File: src/rtl/fb_pkg.sv
// ============================================================================
// Module      : fb_pkg
// Description : Shared constants for the framebuffer write scheduler.
// Revision    : 1.0
// ============================================================================
`default_nettype none

package fb_pkg;

    localparam int DEF_SCREEN_WIDTH  = 640;
    localparam int DEF_SCREEN_HEIGHT = 480;

    localparam int PLOT = 0;
    localparam int OVL  = 1;

    localparam int STATE_W = 3;
    localparam logic [STATE_W-1:0] ST_CLEAR     = 3'b001;
    localparam logic [STATE_W-1:0] ST_DRAW      = 3'b010;
    localparam logic [STATE_W-1:0] ST_WAIT_SWAP = 3'b100;

endpackage

`default_nettype wire

File: src/rtl/fb_rr_arb2.sv
// ============================================================================
// Module      : fb_rr_arb2
// Description : Two-input round-robin arbiter, combinational grant, registered
//               last-winner flag.
// Revision    : 1.0
// ============================================================================
`default_nettype none

module fb_rr_arb2
    import fb_pkg::*;
(
    input  logic       clk,
    input  logic       resetn,
    input  logic       i_en,
    input  logic [1:0] i_req,
    output logic [1:0] o_gnt
);

    logic r_last_ovl;

    always_comb begin
        o_gnt = 2'b00;
        if (i_en) begin
            if (i_req[PLOT] && i_req[OVL]) begin
                if (r_last_ovl) o_gnt[PLOT] = 1'b1;
                else            o_gnt[OVL]  = 1'b1;
            end else begin
                o_gnt = i_req;
            end
        end
    end

    always_ff @(posedge clk) begin
        if (!resetn)            r_last_ovl <= 1'b1;
        else if (o_gnt != 2'b00) r_last_ovl <= o_gnt[OVL];
    end

endmodule

`default_nettype wire

File: src/rtl/fb_write_scheduler.sv
// ============================================================================
// Module      : fb_write_scheduler
// Description : Owns the framebuffer write port: clears the back buffer,
//               arbitrates plotter/overlay writes and swaps buffers.
// Revision    : 1.0
// ============================================================================
`default_nettype none

module fb_write_scheduler
    import fb_pkg::*;
#(
    parameter int SCREEN_WIDTH  = DEF_SCREEN_WIDTH,
    parameter int SCREEN_HEIGHT = DEF_SCREEN_HEIGHT,
    parameter int ADDR_WIDTH    = $clog2(SCREEN_WIDTH * SCREEN_HEIGHT),
    parameter int DROP_WIDTH    = 8
) (
    input  logic                  clk,
    input  logic                  resetn,
    input  logic                  i_frame_start,
    input  logic                  i_plot_req,
    input  logic [ADDR_WIDTH-1:0] i_plot_addr,
    input  logic                  i_plot_data,
    output logic                  o_plot_gnt,
    input  logic                  i_plot_frame_done,
    input  logic                  i_ovl_req,
    input  logic [ADDR_WIDTH-1:0] i_ovl_addr,
    input  logic                  i_ovl_data,
    output logic                  o_ovl_gnt,
    output logic [ADDR_WIDTH-1:0] o_fb_addr,
    output logic                  o_fb_data,
    output logic                  o_fb_wr_en,
    output logic                  o_fb_wr_buf,
    output logic                  o_fb_disp_buf,
    output logic                  o_clearing,
    output logic                  o_addr_err,
    output logic [DROP_WIDTH-1:0] o_drop_count
);

    localparam int unsigned c_npix = SCREEN_WIDTH * SCREEN_HEIGHT;
    localparam logic [ADDR_WIDTH-1:0] c_last_addr = ADDR_WIDTH'(c_npix - 1);

    logic [STATE_W-1:0]    r_state;
    logic [STATE_W-1:0]    w_state_nxt;
    logic [ADDR_WIDTH-1:0] r_clear_addr;
    logic                  r_wr_buf;
    logic [ADDR_WIDTH-1:0] r_fb_addr;
    logic                  r_fb_data;
    logic                  r_fb_wr_en;
    logic                  r_clearing;
    logic                  r_addr_err;
    logic [DROP_WIDTH-1:0] r_drop;

    logic                  w_in_clear;
    logic                  w_arb_en;
    logic                  w_swap;
    logic                  w_drop;
    logic [1:0]            w_gnt;
    logic                  w_any_gnt;
    logic [ADDR_WIDTH-1:0] w_sel_addr;
    logic                  w_sel_data;
    logic                  w_oob;

    fb_rr_arb2 u_arb (
        .clk    (clk),
        .resetn (resetn),
        .i_en   (w_arb_en),
        .i_req  ({i_ovl_req, i_plot_req}),
        .o_gnt  (w_gnt)
    );

    always_ff @(posedge clk) begin
        if (!resetn) r_state <= ST_CLEAR;
        else         r_state <= w_state_nxt;
    end

    // A frame_start arriving together with done counts as a completed frame.
    always_comb begin
        w_state_nxt = r_state;
        case (r_state)
            ST_CLEAR:     if (r_clear_addr == c_last_addr) w_state_nxt = ST_DRAW;
            ST_DRAW:      if (i_plot_frame_done)
                              w_state_nxt = i_frame_start ? ST_CLEAR : ST_WAIT_SWAP;
            ST_WAIT_SWAP: if (i_frame_start) w_state_nxt = ST_CLEAR;
            default:      w_state_nxt = ST_CLEAR;
        endcase
    end

    always_comb begin
        w_in_clear = (r_state == ST_CLEAR);
        w_arb_en   = (r_state == ST_DRAW) && resetn;
        w_swap     = i_frame_start && ((r_state == ST_WAIT_SWAP) ||
                                       ((r_state == ST_DRAW) && i_plot_frame_done));
        w_drop     = i_frame_start && (w_in_clear ||
                                       ((r_state == ST_DRAW) && !i_plot_frame_done));
    end

    assign o_plot_gnt = w_gnt[PLOT];
    assign o_ovl_gnt  = w_gnt[OVL];
    assign w_any_gnt  = |w_gnt;
    assign w_sel_addr = w_gnt[OVL] ? i_ovl_addr : i_plot_addr;
    assign w_sel_data = w_gnt[OVL] ? i_ovl_data : i_plot_data;
    assign w_oob      = 32'(w_sel_addr) >= c_npix;

    always_ff @(posedge clk) begin
        if (!resetn) begin
            r_clear_addr <= '0;
            r_wr_buf     <= 1'b0;
            r_fb_addr    <= '0;
            r_fb_data    <= 1'b0;
            r_fb_wr_en   <= 1'b0;
            r_clearing   <= 1'b1;
            r_addr_err   <= 1'b0;
            r_drop       <= '0;
        end else begin
            r_clearing <= (w_state_nxt == ST_CLEAR);
            if (w_swap) r_wr_buf <= ~r_wr_buf;
            if (w_drop && (r_drop != {DROP_WIDTH{1'b1}})) r_drop <= r_drop + 1'b1;

            if (w_in_clear) begin
                r_clear_addr <= (r_clear_addr == c_last_addr) ? '0
                                : r_clear_addr + ADDR_WIDTH'(1);
                r_fb_addr    <= r_clear_addr;
                r_fb_data    <= 1'b0;
                r_fb_wr_en   <= 1'b1;
            end else if (w_any_gnt) begin
                // Out-of-range writes are still granted so the requester advances.
                r_fb_addr    <= w_sel_addr;
                r_fb_data    <= w_sel_data;
                r_fb_wr_en   <= !w_oob;
                if (w_oob) r_addr_err <= 1'b1;
            end else begin
                r_fb_wr_en   <= 1'b0;
            end
        end
    end

    assign o_fb_addr     = r_fb_addr;
    assign o_fb_data     = r_fb_data;
    assign o_fb_wr_en    = r_fb_wr_en;
    assign o_fb_wr_buf   = r_wr_buf;
    assign o_fb_disp_buf = ~r_wr_buf;
    assign o_clearing    = r_clearing;
    assign o_addr_err    = r_addr_err;
    assign o_drop_count  = r_drop;

endmodule

`default_nettype wire

File: config.mk
export PLATFORM = sky130hd
export DESIGN_NAME = fb_write_scheduler
export DESIGN_NICKNAME = d
export VERILOG_FILES = /design/src/rtl/fb_pkg.sv /design/src/rtl/fb_rr_arb2.sv /design/src/rtl/fb_write_scheduler.sv
export SDC_FILE = /design/constraint.sdc
export NUM_CORES = 1
export LEC_CHECK = 0
export CORE_MARGIN = 4
export CORE_UTILIZATION = 52
export CTS_CLUSTER_SIZE = 8
export DETAILED_ROUTE_END_ITERATION = 10
export GPL_TIMING_DRIVEN = 0
export PLACE_DENSITY = 0.85
export SYNTH_ARGS = -nofsm -noshare
export SYNTH_HDL_FRONTEND = slang
export SYNTH_SLANG_ARGS = --single-unit
File: constraint.sdc
create_clock -name clk -period 4.67 [get_ports clk]
set_input_delay 0.934 -clock clk [delete_from_list [all_inputs] [get_ports clk]]
set_output_delay 0.934 -clock clk [all_outputs]
set_load 0.005 [all_outputs]
==> impl_metrics.csv, run 1 <==
group,metric,value,unit
run_status,outcome,"finished clean",
floorplanning,die_x,83.33,um
synth,synthSimpleGateAreaFrac,25.61,%
floorplanning,die_y,83.33,um
sta,post-route-period-util,85.30,%
critical_path,crit_top_cell,"clkbuf_1",
global_route,grtUsageTotal,25.59,%
synth,synth_compound_area_share,27.69,%
clock_network,root_buffer,"clkbuf_8",
critical_path,reg2reg_depth,6,
synth,synth_top_area_share,37.32,%
final_layout,seq_area,1101,um^2
critical_path,worstPathArrival,3050,ps
critical_path,r2r_slack,2420,ps
drt,antenna_left,0,
clock_network,cts_buffers,5,
synth,synthTopCellsByArea,"dfxtp_1, o21ai_0, nand2_1, a21oi_1, nand3_1",
power,p_per_area,217.1,nW/um^2
clock_network,h-tree-depth,2,
sta,worst_slew_margin_rel,36.57,%
synth,synth_area,2950,um^2
final_layout,multi_input_area,1697,um^2
drt,drc,0,
place,post-place-ws,732.7,ps
clock_network,cts_setup_buffers,0,
final_layout,syn2layout_area_growth,33.21,%
clock_network,cts.sinks,55,
critical_path,critPathMaxStageDelay,560,ps
drt,wl_per_cell,16.65,um
final_layout,nNetsFinal,521,
sta,hold_slack,508.0,ps
floorplanning,die-area,6943,um^2
synth,ys_seq_area_share,37.32,%
min_path,whs_path_depth,2,
floorplanning,io_pins,81,
synth,syn-mean-instance-area,7.624,um^2
sta,period_minus_slack,3984,ps
drt,wl,9.089,mm
synth,synth_top_family_by_area,"compound AO/OA/AOI/OAI gates",
global_route,grt_pass1_vias,3153,
synth,syn_inst,387,
synth,synth_xor_area_share,2.672,%
critical_path,r2r-end,"o_addr_err",
critical_path,path_cells,"clkbuf_1 > nor4bb_1 > clkbuf_1 > and3_1 > clkdlybuf4s50_1",
floorplanning,num_rows,27,
place,dp_hpwl,6.860,mm
critical_path,required,3740,ps
sta,grt_setup_unrepaired,"no",
sta,skew,10.69,ps
critical_path,crit_type,"input pin to output port",
clock_network,cts_hold_buf,0,
min_path,worstHoldStart,"r_clear_addr[16]",
synth,yosys.area_share.adder,0.8482,%
clock_network,clk_pin_slew,110,ps
sta,tightest_slew,949.5,ps
drt,dr.pass1.iters,5,
synth,ys.flop_type,"dfxtp_1",
floorplanning,core-area,5507,um^2
drt,dr_total_vias,3292,
sta,drv_slew,0,
synth,synthMuxAreaShare,0.6785,%
power,ir_drop,0.0001847,V
global_route,antenna_found_initial,0,
clock_network,clockBufferDepth,2,
synth,synth-edff-count,0,
critical_path,critPathSlowestCell,"nor4bb_1",
global_route,grt_pass1_wl,14.79,mm
job,maxCapViolCount,0,
synth,syn_nets,435,
synth,yosysUniqueCellTypes,46,
min_path,hold_path_class,"flop to flop",
place,port_buffers,79,
synth,yosys_register_bits,55,
final_layout,diodes,0,
sta,final_hold_viol_count,0,
critical_path,startpoint_type,"input pin",
final_layout,fillers,470,
sta,setup-tns-final,0,ps
synth,ys_warn_count,0,
drt,first_iter_violations,236,
min_path,holdPathEnd,"r_clear_addr[16]",
clock_network,clk_latency,310,ps
critical_path,cp_max_fo,10,
final_layout,layout-drive-gt1-share,3.586,%
sta,setup_viol,0,
critical_path,worstReg2RegStart,"r_state[2]",
global_route,grt-ovfl-total,0,
clock_network,cts_tree,"built",
power,leakagePower,1.250,nW
clock_network,cts_resized,0,
drt,via_per_inst,6.029,
sta,fin_ws,686.3,ps
critical_path,end_kind,"output port",
synth,synth_top_area_cell,"dfxtp_1",
place,gp_congestion,0.9478,
sta,clock.fmax,251.0,MHz
global_route,grt_max_degree,18,
floorplanning,start_util,53.58,%
synth,async_flop_share,0,%
[through the flow]
stage / area (um^2) / total power [mW] / util (%) / std cells
after floorplan: 2950 / 0.5198 / - / 387
after global placement: 3831 / 0.5743 / 69.58 / 538
after detailed placement: 3831 / 0.5764 / 69.58 / 538
after CTS: 3930 / 0.8530 / 71.37 / 546
after global routing: 3930 / 0.8866 / 71.37 / 546
final: 3930 / 0.8533 / 71.37 / 546
[cell usage in the layout (no fill, tap or decap), types with 2 or more instances in the layout]
cell type / Yosys / final
nand2_1: 50 / 50
and3_1: 2 / 2
buf_2: 2 / 2
clkbuf_1: 28 / 28
o22ai_1: 5 / 5
dfxtp_1: 55 / 55
and2_1: 2 / 2
a2111oi_0: 2 / 2
or4_1: 12 / 12
or3_1: 6 / 6
nor4_1: 2 / 2
o21a_1: 19 / 19
inv_1: 8 / 8
nor4bb_1: 2 / 2
clkdlybuf4s50_1: 0 / 79
nand2b_1: 4 / 4
xor2_1: 4 / 4
nand4_1: 4 / 4
ha_1: 2 / 2
nand3_1: 30 / 30
o211ai_1: 5 / 5
a21oi_1: 36 / 36
or3b_1: 3 / 3
o31ai_1: 11 / 11
mux2i_1: 2 / 2
nor2_1: 19 / 19
clkbuf_8: 0 / 6
a21o_1: 3 / 3
nor3_1: 2 / 2
o21ai_0: 42 / 42
a211oi_1: 4 / 4
xnor2_1: 5 / 5
[cell usage after synthesis, types with 2 or more instances]
cell type / n
buf_2: 2
nand2b_1: 4
nand2_1: 50
and2_1: 2
o211ai_1: 5
o22ai_1: 5
xnor2_1: 5
a2111oi_0: 2
xor2_1: 4
or4_1: 12
nor3_1: 2
or3_1: 6
o21a_1: 19
a211oi_1: 4
nor2_1: 19
nor4_1: 2
nor4bb_1: 2
nand3_1: 30
a21o_1: 3
ha_1: 2
clkbuf_1: 28
o21ai_0: 42
inv_1: 8
mux2i_1: 2
nand4_1: 4
or3b_1: 3
o31ai_1: 11
a21oi_1: 36
and3_1: 2
dfxtp_1: 55
[state kept, by name, summed over array words and instances, names as in the netlist]
name and count:
o_addr_err 1, o_clearing 1, o_drop_count 8, o_fb_addr 19
o_fb_data 1, o_fb_wr_buf 1, o_fb_wr_en 1, r_clear_addr 19
r_state 3, u_arb.r_last_ovl 1
[power breakdown]
group | leakage, nW | internal (mW) | switching (mW)
Sequential | 0.445 | 0.474 | 0.00617
Clock | 0.0474 | 0.122 | 0.164
Combinational | 0.758 | 0.0508 | 0.0362
Total | 1.25 | 0.647 | 0.207
[how the worst max path moves through the flow]
| stage | slack, ps | startpoint | depth (start not counted) | endpoint |
|---|---|---|---|---|
| 2_1_floorplan | 1670 | resetn | 4 | o_plot_gnt |
| 3_3_place_gp | 740 | resetn | 5 | o_plot_gnt |
| 3_5_place_dp | 730 | resetn | 5 | o_plot_gnt |
| 4_1_cts | 750 | resetn | 5 | o_plot_gnt |
| 5_1_grt | 580 | resetn | 5 | o_plot_gnt |
| 6_report | 690 | resetn | 5 | o_plot_gnt |
[cell type report]
class	instances	area share [%]
plain buffers	31	3.120
clock buffers	6	2.101
repair buffers	79	20.12
flip-flops and latches	55	28.02
multi-input cells	293	43.17
inverters	8	0.7641
well taps	72	2.292
clock inverters	2	0.4139
[cell families after synthesis]
kind of cell | Yosys count
AO/OA/AOI/OAI | 134
buffers and inverters | 39
XOR/XNOR | 9
multiplexers | 2
adder cells (fa/ha/maj) | 2
flip-flops | 55
AND/OR/NAND/NOR | 146
[critical path, delay by kind of cell]
family	cells	cell delay (ps)
simple gates	2	800
buf+inv	3	1320
[per-layer routing]
metal  share of wire [%]  global-route usage [%]  routed length [um]  vias up
met2                  51                   45.92                4619      142
met5                   0                       0                   0        -
met3                 7.0                   6.052                 637       19
met1                  40                   29.51                3616     1558
met4                 2.4                   8.915                 215        0
li1                    -                       -                   -     1573
Power figures use the tool's default switching activity.
==> run 2, diff against run 1 <==
- CORE_UTILIZATION: 52 -> 54
- CTS_BUF_LIST: default -> sky130_fd_sc_hd__clkbuf_4
- PLACE_DENSITY: 0.85 -> 0.88
==> impl_metrics.csv, run 2 (synthesis results as in run 1) <==
group,metric,value,unit
sta,grt_setup_unrepaired,"no",
clock_network,clockBufferDepth,2,
drt,wl_per_cell,16.05,um
sta,skew,23.49,ps
floorplanning,die-area,6710,um^2
clock_network,clk_pin_slew,150,ps
power,leakagePower,1.248,nW
final_layout,fillers,408,
global_route,grt-ovfl-total,0,
final_layout,layout-drive-gt1-share,3.586,%
power,power.total,0.8464,mW
drt,drc,0,
final_layout,layout_commonest_cell,"clkdlybuf4s50_1",
place,dp_hpwl,6.601,mm
sta,drv_slew,0,
sta,setup-tns-final,0,ps
final_layout,syn2layout_area_growth,32.65,%
final_layout,nNetsFinal,521,
floorplanning,die_x,81.92,um
sta,clock.fmax,251.4,MHz
final_layout,diodes,0,
min_path,hold_path_class,"flop to flop",
place,port_buffers,79,
sta,final_hold_viol_count,0,
floorplanning,start_util,56.68,%
power,p_per_area,216.3,nW/um^2
drt,dr.pass1.iters,5,
sta,period_minus_slack,3977,ps
sta,tightest_slew,869.7,ps
sta,post-route-period-util,85.16,%
place,gp_congestion,0.9477,
critical_path,r2r_slack,2430,ps
drt,first_iter_violations,307,
floorplanning,core-area,5205,um^2
global_route,grt_pass1_wl,14.06,mm
sta,fin_ws,693.0,ps
critical_path,required,3740,ps
critical_path,startpoint_type,"input pin",
drt,wl,8.731,mm
clock_network,cts.sinks,55,
drt,dr_total_vias,3257,
drt,via_per_inst,5.987,
final_layout,final_area,3914,um^2
critical_path,worstPathArrival,3040,ps
sta,worst_slew_margin_rel,41.90,%
critical_path,end_kind,"output port",
global_route,grt_pass1_vias,3086,
clock_network,cts_hold_buf,0,
floorplanning,num_rows,26,
place,post-place-ws,742.1,ps
job,maxCapViolCount,0,
power,ir_drop,0.0001267,V
sta,setup_viol,0,
global_route,grtUsageTotal,26.95,%
critical_path,cp_max_fo,10,
clock_network,cts_buffers,5,
clock_network,cts_tree,"built",
floorplanning,die_y,81.92,um
critical_path,crit_type,"input pin to output port",
clock_network,clk_latency,400,ps
final_layout,layout_common_cells,"clkdlybuf4s50_1, dfxtp_1, nand2_1, o21ai_0, a21oi_1",
place,postPlaceCellArea,3829,um^2
clock_network,cts_setup_buffers,0,
drt,antenna_left,0,
global_route,grt_max_degree,19,
clock_network,cts_resized,0,
clock_network,root_buffer,"clkbuf_4",
run_status,outcome,"finished clean",
global_route,antenna_found_initial,0,
clock_network,h-tree-depth,2,
floorplanning,io_pins,81,
[run 2: final timing paths]
kind                   start         endpoint  cells after the start
max                   resetn       o_plot_gnt                      5
min          o_drop_count[5]  o_drop_count[5]                      2
max reg2reg       r_state[2]       o_fb_wr_en                      6
min reg2reg  o_drop_count[5]  o_drop_count[5]                      2
[run 2: routing by layer]
layer	up-vias	routed length, um	GRT usage (%)	part of all wire (%)
li1	1575	-	-	-
met1	1529	3684	32.19	42
met2	132	4185	47.17	48
met3	21	620	5.811	7.1
met4	0	240	9.801	2.7
met5	-	0	0	0
[run 2: final cells by class]
| class | instances | area (um^2) | share of cell area [%] |
|---|---|---|---|
| inverters | 8 | 30.03 | 0.7673 |
| clock inverters | 3 | 47.55 | 1.215 |
| clock buffers | 5 | 37.54 | 0.9591 |
| flip-flops and latches | 55 | 1101 | 28.13 |
| repair buffers | 79 | 790.8 | 20.20 |
| well taps | 70 | 87.58 | 2.238 |
| multi-input cells | 293 | 1697 | 43.35 |
| plain buffers | 31 | 122.6 | 3.133 |
[run 2: through the flow]
stage / hold WS, ps / util, % / cells
2_1_floorplan: 465.2 / - / 387
3_3_place_gp: 479.2 / 73.56 / 536
3_5_place_dp: 487.7 / 73.56 / 536
4_1_cts: 509.8 / 75.19 / 544
5_1_grt: 540.0 / 75.19 / 544
6_report: 514.0 / 75.19 / 544
[run 2: power breakdown]
| part | internal, mW | switching [mW] | total [mW] |
|---|---|---|---|
| clock | 0.116 | 0.162 | 0.278 |
| sequential | 0.475 | 0.00614 | 0.481 |
| combinational | 0.0511 | 0.0362 | 0.0873 |
| total | 0.642 | 0.204 | 0.846 |
[run 2: worst max-delay path: stages]
cell and delay, ps:
clkbuf_1 410, nor4bb_1 580, clkbuf_1 390, and3_1 220, clkdlybuf4s50_1 500
==> run 3, diff against run 2 <==
- CORE_ASPECT_RATIO: default -> 1.2
==> impl_metrics.csv, run 3 (synthesis results as in run 1) <==
group,metric,value,unit
run_status,outcome,"finished clean",
clock_network,clk_latency,390,ps
final_layout,nNetsFinal,521,
drt,dr.pass1.iters,4,
final_layout,diodes,0,
global_route,grt_max_degree,19,
final_layout,fillers,418,
place,gp_congestion,0.8523,
global_route,grtUsageTotal,26.94,%
drt,antenna_left,0,
drt,first_iter_violations,243,
sta,setup-tns-final,0,ps
sta,tightest_slew,809.7,ps
power,clockPowerShare,28.1,%
sta,drv_slew,0,
power,internal_power,0.5879,mW
floorplanning,io_pins,81,
critical_path,critPathSlowestCell,"nor4bb_1",
drt,via_per_inst,5.974,
place,dp_hpwl,6.850,mm
clock_network,cts_tree,"built",
clock_network,root_buffer,"clkbuf_4",
floorplanning,die_x,75.48,um
floorplanning,die_y,88.97,um
floorplanning,start_util,55.69,%
critical_path,critPathBufInv,3,
critical_path,required,3740,ps
drt,wl_met2,4.617,mm
power,power.switching,0.2002,mW
critical_path,path_cells,"clkbuf_1 > nor4bb_1 > clkbuf_1 > and3_1 > clkdlybuf4s50_1",
clock_network,cts_hold_buf,0,
power,ir_drop,0.0001944,V
global_route,antenna_found_initial,0,
critical_path,worstPathArrival,3010,ps
final_layout,layout-drive-gt1-share,3.586,%
final_layout,syn2layout_area_growth,31.51,%
sta,final_hold_viol_count,0,
clock_network,cts_buffers,5,
critical_path,critPathMaxStageDelay,580,ps
global_route,grt_pass1_vias,3063,
sta,skew,19.19,ps
clock_network,cts.sinks,55,
power,p_comb_share,10.9,%
drt,wl_met3,515,um
critical_path,startpoint_type,"input pin",
global_route,grt-ovfl-total,0,
critical_path,crit_type,"input pin to output port",
drt,wl_met1,3.311,mm
job,maxCapViolCount,0,
sta,fin_ws,727.7,ps
clock_network,cts_resized,0,
drt,drc,0,
global_route,grt_pass1_wl,13.78,mm
power,p_sw_share,25.40,%
sta,period_minus_slack,3942,ps
min_path,hold_path_class,"flop to flop",
sta,grt_setup_unrepaired,"no",
power,leakagePower,1.236,nW
sta,post-route-period-util,84.42,%
power,p_seq_share,61.0,%
place,port_buffers,79,
drt,wl_per_cell,16.30,um
floorplanning,num_rows,29,
critical_path,cp_max_fo,10,
clock_network,clockBufferDepth,2,
floorplanning,die-area,6715,um^2
clock_network,cts_setup_buffers,0,
clock_network,h-tree-depth,2,
final_layout,layout_common_cells,"clkdlybuf4s50_1, dfxtp_1, nand2_1, o21ai_0, a21oi_1",
clock_network,clk_pin_slew,160,ps
drt,wl,8.738,mm
sta,worst_slew_margin_rel,45.91,%
drt,dr_total_vias,3202,
drt,top_layer,"met4",
critical_path,crit_top_cell,"clkbuf_1",
final_layout,layout_commonest_cell,"clkdlybuf4s50_1",
sta,clock.fmax,253.7,MHz
floorplanning,core-area,5298,um^2
power,p_per_area,203.1,nW/um^2
critical_path,cp_top_family,"buffers and inverters",
sta,setup_viol,0,
place,post-place-ws,729.0,ps
critical_path,end_kind,"output port",
[run 3: worst paths after layout]
check                                      from              end  slack, ps  depth (start not counted)
worst max-delay path                     resetn       o_plot_gnt        730                          5
worst min-delay path            o_drop_count[5]  o_drop_count[5]        510                          2
worst max register to register       r_state[0]       o_addr_err       2420                          6
worst min register to register  o_drop_count[5]  o_drop_count[5]        510                          2
[run 3: layer usage]
metal | track usage (%) | vias to the layer above
met2 | 49.65 | 103
met1 | 28.95 | 1499
met5 | 0 | -
met4 | 11.45 | 0
met3 | 5.962 | 25
li1 | - | 1575
[run 3: power by group through the flow]
stage               sequential (mW)  combinational, mW  clock [mW]
floorplan                     0.490             0.0299           0
global placement              0.491             0.0828           0
detailed placement            0.491             0.0851           0
CTS                           0.481             0.0856       0.225
global route                  0.482             0.0930       0.248
finish                        0.481             0.0860       0.221
[run 3: area by class of cell]
type	instances	area [um^2]	area share, %
Tap cell	62	77.57	1.999
Buffer	31	122.6	3.160
Timing Repair Buffer	79	790.8	20.38
Sequential cell	55	1101	28.38
Clock buffer	5	37.54	0.9674
Inverter	8	30.03	0.7739
Clock inverter	3	23.77	0.6127
Multi-Input combinational cell	293	1697	43.73
[run 3: tightest hold or removal path: cells and delay by family, from the launching register on]
family          cells  cell delay, ps
flops               1             370
compound gates      2             120
[run 3: through the flow]
step | total power [mW] | cell area, um^2 | hold slack [ps] | util, % | std cells
finish | 0.7880 | 3880 | 511.0 | 73.24 | 536
global route | 0.8238 | 3880 | 537.1 | 73.24 | 536
CTS | 0.7918 | 3880 | 514.2 | 73.24 | 536
detailed placement | 0.5759 | 3819 | 490.0 | 72.08 | 528
global placement | 0.5734 | 3819 | 477.6 | 72.08 | 528
floorplan | 0.5198 | 2950 | 465.2 | - | 387
